## src/rtl/subtrator_serial_if.sv

```systemverilog
// Operand/result bundle for the bit-serial subtractor.
// The requester drives start and the operands; the subtractor returns status and the result.
interface subtrator_serial_if #(
  parameter int WIDTH = 8
);
  logic             start;
  logic [WIDTH-1:0] a;
  logic [WIDTH-1:0] b;
  logic             borrow_in;
  logic             ready;
  logic             busy;
  logic             done;
  logic [WIDTH-1:0] diff;
  logic             borrow_out;

  modport master (
    output start, a, b, borrow_in,
    input  ready, busy, done, diff, borrow_out
  );

  modport slave (
    input  start, a, b, borrow_in,
    output ready, busy, done, diff, borrow_out
  );
endinterface

```

## src/rtl/subtrator_serial.sv

```systemverilog
// Bit-serial subtractor: diff = a - b - borrow_in, one full-subtractor step per clock, LSB first.
// The result and final borrow are published only when all WIDTH bits are complete.
module subtrator_serial #(
  parameter int WIDTH = 8
) (
  input logic              clk,
  input logic              rst,
  subtrator_serial_if.slave bus
);
  localparam int CW = $clog2(WIDTH);

  localparam logic [1:0] IDLE = 2'd0;
  localparam logic [1:0] RUN  = 2'd1;
  localparam logic [1:0] DONE = 2'd2;

  logic [1:0]       state;
  logic [WIDTH-1:0] sh_a;
  logic [WIDTH-1:0] sh_b;
  logic [WIDTH-2:0] res;       // partial result; the final bit goes straight into diff_q
  logic             br;
  logic [CW-1:0]    cnt;
  logic [WIDTH-1:0] diff_q;
  logic             borrow_q;

  logic             d;
  logic             br_next;
  logic [WIDTH-1:0] res_next;

  always_comb begin
    d        = sh_a[0] ^ sh_b[0] ^ br;
    br_next  = (~sh_a[0] & sh_b[0]) | (~(sh_a[0] ^ sh_b[0]) & br);
    res_next = {d, res};
  end

  // NOTE: sequential state uses non-blocking assignments so every register samples
  // pre-edge values; the shift chain would collapse into one cycle with blocking ones.
  always_ff @(posedge clk) begin
    if (rst) begin
      state    <= IDLE;
      sh_a     <= '0;
      sh_b     <= '0;
      res      <= '0;
      br       <= 1'b0;
      cnt      <= '0;
      diff_q   <= '0;
      borrow_q <= 1'b0;
    end else begin
      case (state)
        IDLE: begin
          if (bus.start) begin
            sh_a  <= bus.a;
            sh_b  <= bus.b;
            br    <= bus.borrow_in;
            cnt   <= '0;
            state <= RUN;
          end
        end
        RUN: begin
          sh_a <= sh_a >> 1;
          sh_b <= sh_b >> 1;
          br   <= br_next;
          res  <= res_next[WIDTH-1:1];
          cnt  <= cnt + CW'(1);
          if (cnt == CW'(WIDTH - 1)) begin
            diff_q   <= res_next;
            borrow_q <= br_next;
            state    <= DONE;
          end
        end
        DONE:    state <= IDLE;
        default: state <= IDLE;
      endcase
    end
  end

  assign bus.ready      = (state == IDLE);
  assign bus.busy       = (state == RUN);
  assign bus.done       = (state == DONE);
  assign bus.diff       = diff_q;
  assign bus.borrow_out = borrow_q;
endmodule
```

## src/flat_wrapper.sv

```systemverilog
// flat-port wrapper written by rule: the top's interface ports become plain ports
module subtrator_serial_flat 
#(
  parameter int WIDTH = 8
)
  (clk, rst, bus_start, bus_a, bus_b, bus_borrow_in, bus_ready, bus_busy, bus_done, bus_diff, bus_borrow_out);
  subtrator_serial_if #(.WIDTH(WIDTH)) bus_i ();
  input logic clk;
  input logic rst;
  input wire logic [$bits(bus_i.start)-1:0] bus_start;
  input wire logic [$bits(bus_i.a)-1:0] bus_a;
  input wire logic [$bits(bus_i.b)-1:0] bus_b;
  input wire logic [$bits(bus_i.borrow_in)-1:0] bus_borrow_in;
  output wire logic [$bits(bus_i.ready)-1:0] bus_ready;
  output wire logic [$bits(bus_i.busy)-1:0] bus_busy;
  output wire logic [$bits(bus_i.done)-1:0] bus_done;
  output wire logic [$bits(bus_i.diff)-1:0] bus_diff;
  output wire logic [$bits(bus_i.borrow_out)-1:0] bus_borrow_out;
  assign bus_i.start = bus_start;
  assign bus_i.a = bus_a;
  assign bus_i.b = bus_b;
  assign bus_i.borrow_in = bus_borrow_in;
  assign bus_ready = bus_i.ready;
  assign bus_busy = bus_i.busy;
  assign bus_done = bus_i.done;
  assign bus_diff = bus_i.diff;
  assign bus_borrow_out = bus_i.borrow_out;
  subtrator_serial #(.WIDTH(WIDTH)) u_core (.clk(clk), .rst(rst), .bus(bus_i));
endmodule
```

## config.mk

```make
export PLATFORM = sky130hd
export DESIGN_NAME = subtrator_serial_flat
export DESIGN_NICKNAME = d
export VERILOG_FILES = /design/src/rtl/subtrator_serial_if.sv /design/src/rtl/subtrator_serial.sv /design/src/flat_wrapper.sv
export SDC_FILE = /design/constraint.sdc
export NUM_CORES = 1
export LEC_CHECK = 0
export CORE_MARGIN = 5
export CORE_UTILIZATION = 50
export CTS_CLUSTER_DIAMETER = 150
export DETAILED_ROUTE_END_ITERATION = 16
export GPL_ROUTABILITY_DRIVEN = 0
export PLACE_DENSITY_LB_ADDON = 0.08
export SYNTH_ARGS = -nofsm -noshare
export SYNTH_HDL_FRONTEND = slang
export SYNTH_SLANG_ARGS = --single-unit
```

## constraint.sdc

```tcl
create_clock -name clk -period 1.95 [get_ports clk]
set_clock_uncertainty 0.1 [all_clocks]
set_input_delay 0.2925 -clock clk [delete_from_list [all_inputs] [get_ports clk]]
set_output_delay 0.2925 -clock clk [all_outputs]
set_load 0.02 [all_outputs]
```

==> reports/results.md <==
Finish
• Ant. Diodes: 0
• final std cells w/o fill: 252
• proportion of layout cells with a drive suffix above 1: 11.1%
• Synth-to-Final Area Change: 25.0%
• post-layout net count: 230
• sequential cell area: 761 um^2
• final-layout fill cell count: 258
• combined area of the multi-input logic cells: 671 um^2

Global routing
• gr ovfl total: 0
• number of global-route vias before repair: 1258
• global-route wire length before repair: 5.44 mm
• maximum number of pins on one net before global-route repair: 39
• initial antenna violation count: 0
• combined global-route utilization of all metal layers: 16.0%

Clock tree
• Clock Pin Slew Worst Setup and Hold Paths: 120 ps
• Root Buffer Master: clkbuf_4
• quantity of hold-fixing buffers added after cts: 0
• # resized after CTS: 3
• post-CTS setup buffer count: 0
• clk sinks: 38
• clk_lat worst skew: 340 ps
• CTS tree: built
• number of H-tree branching levels: 2
• Max clock buf depth: 2
• total clock buffers created by CTS: 5

Synth
• synthesized instance count: 176
• post-synthesis xor/xnor area fraction: 0%
• Synth Cell Area: 1600 um^2
• sequential cell area fraction in the yosys report: 47.5%
• Compound-Gate Fraction of Synth Area: 23.8%
• multiplexer share of the synthesized area: 1.25%
• largest family of logic cells by synthesized area: compound AO/OA/AOI/OAI gates
• Synth area leader: dfxtp_1
• adder-cell area share of the yosys netlist: 2.81%
• synthesized-area fraction occupied by and/or/nand/nor cells: 14.1%
• Post-Synthesis Net Count: 199
• Synth Flop Type: dfxtp_1
• top cells by area, synth: dfxtp_1 48%, a21oi_1 10%, o221a_1 7.0%, nand2_1 5.2%, inv_1 4.2%
• share of the synthesized area in the top cell type: 47.5%
• Mapped Avg Cell Area: 9.10 um^2
• number of warnings printed during yosys synthesis: 0
• share of async-settable or async-resettable flops after synthesis: 0%
• flops & latches, synth: 38
• EDFF count, synth: 0
• post-synthesis cell type count: 30

Timing
• time the worst path needs with I/O delays and setup: 1770 ps
• Tightest Pin Transition: 568 ps
• unrepaired setup endpoints after global routing: no
• Final Hold Vio Count: 0
• achievable clock frequency: 565 MHz
• post-route setup TNS: 0 ps
• Slew HR: 62.1%
• number of setup violations in the final report: 0
• Final Max Tran Viols: 0
• share of the clock period used by the worst path after layout: 90.8%

Placement
• HPWL Detailed: 2.30 mm
• number of buffer cells added on primary ports: 31
• cell count after placement: 244

Worst hold path
• startpoint of the tightest hold check path: u_core.bus.diff[4]$_SDFFE_PP0P_
• Hold Crit Depth: 2
• Hold/Removal Path Class: reg2reg
• sink of the worst hold path: u_core.bus.diff[4]$_SDFFE_PP0P_

Pwr
• worst supply voltage drop on vdd: 0.000655 V
• power density normalized to cell area: 776 nW/um^2
• Pwr Total: 1.55 mW
• LEAKAGE: 0.749 nW

Job
• number of maximum-capacitance violations: 0

Routing
• remaining antenna violation count after routing: 0
• post-DR vias/cell: 5.21
• DR iter-0 viols: 77
• mean routed wirelength per cell: 13.0 um
• count of unresolved DRC violations after routing: 0
• DR pass1 iterations: 4
• total wirelength of the detailed-routed design: 3.27 mm
• via count: 1313

Worst setup path
• number of cells traversed by the worst register-to-register path: 5
• CP Data Required Time: 1560 ps
• cell with the biggest individual delay on the critical path: dfxtp_1
• Setup Crit Path Kind: reg2out
• startpoint of the worst-slack reg-to-reg timing path: u_core.state[1]$_SDFFE_PP0P_
• stage delay of the slowest cell on the critical path: 450 ps
• buffers and inverters on the worst path: 2
• endpoint of the lowest-slack register-to-register path: u_core.br$_SDFFE_PP0P_
• cell class contributing the biggest share of worst-path delay: flip-flops
• first element of the critical path: u_core.state[1]$_SDFFE_PP0P_
• Worst Setup End Kind: output pin
• ordered list of cells on the worst path: nand2b_1 > inv_4 > dlygate4sd2_1
• Critical Path Source Type: flop
• Arrival @ worst endpoint: 1380 ps
• reg-to-reg slack, setup: 400 ps
• Worst Path Max Fanout: 5

Run status
• outcome: complete, no violations

Die
• row count: 20
• Std-Cell Core Area: 3050 um^2
• die area: 4430 um^2
• die extent in x: 66.6 um
• height of the die: 66.6 um
• ports placed on the boundary: 32
• initial cell density of the core: 52.5%

## Yosys cell counts, types with 2 or more instances
master and number:
ha_1 2, o221a_1 10, o221a_2 4, buf_2 2, buf_4 2, nand3b_1 3
mux2i_1 2, nand3_1 8, a21oi_1 33, buf_6 5, nor2_2 2, clkbuf_1 3
inv_1 18, a22oi_1 2, nor2_1 6, o21ai_0 2, dfxtp_1 38, nand2_1 22
## layout make-up
cell class / count / share of cell area, %
repair buffers: 37 / 18.2
multi-input cells: 106 / 33.5
well taps: 44 / 2.75
inverters: 19 / 3.69
clock inverters: 3 / 2.00
flip-flops and latches: 38 / 38.0
clock buffers: 5 / 1.88
## logic make-up after synthesis
group / count (synthesis)
and+or+nand+nor: 46
AOI/OAI and AO/OA: 55
adders and majority gates: 3
buffers and inverters: 32
DFF: 38
muxes: 2
## tightest hold or removal path: stages, from the launching register on
cell,delay [ps]
dfxtp_1,330
nand2_1,50
a21oi_1,50
## through the flow
step	setup WS (ps)	hold slack, ps	util [%]	area [um^2]
floorplan	591	337	-	1600
global route	97.0	390	65.6	2000
finish	180	366	65.6	2000
CTS	160	371	65.6	2000
detailed placement	95.4	351	63.2	1930
global placement	180	346	63.2	1930
## power breakdown
| group | switching, mW | leakage (nW) | internal, mW |
|---|---|---|---|
| sequential | 0.0225 | 0.311 | 0.813 |
| clock | 0.258 | 0.0450 | 0.266 |
| combinational | 0.0933 | 0.393 | 0.100 |
| total | 0.374 | 0.749 | 1.18 |
## metal layers
layer  track usage [%]  vias up  routed length (um)
met5                 0        -                   0
met1              17.0      616                1450
met3              6.75        7                 179
met4              5.33        0                  44
met2              28.1       21                1590
li1                  -      669                   -
## cells in the final DEF (no fill, tap or decap), types with 5 or more instances in the layout
master	count
nor2_1	6
a21oi_1	33
clkdlybuf4s50_1	28
o221a_1	10
nand3_1	8
inv_1	18
buf_4	5
nand2_1	22
dfxtp_1	38
clkbuf_4	5
## sequential cells by signal, indices dropped and copies added, names as in the netlist
register / flops
u_core.state: 2
u_core.sh_a: 8
u_core.bus.borrow_out: 1
u_core.sh_b: 8
u_core.bus.diff: 8
u_core.cnt: 3
u_core.res: 7
u_core.br: 1
## worst max-delay path by stage
stage | to | cells past startpoint | slack, ps
finish | bus_busy | 3 | 180
detailed placement | u_core.sh_a[2]$_SDFFE_PP0P_ | 4 | 100
global route | bus_busy | 3 | 100
global placement | u_core.sh_a[1]$_SDFFE_PP0P_ | 4 | 180
floorplan | u_core.state[0]$_SDFFE_PP0P_ | 6 | 590
CTS | bus_busy | 3 | 160
Power figures use the tool's default switching activity.
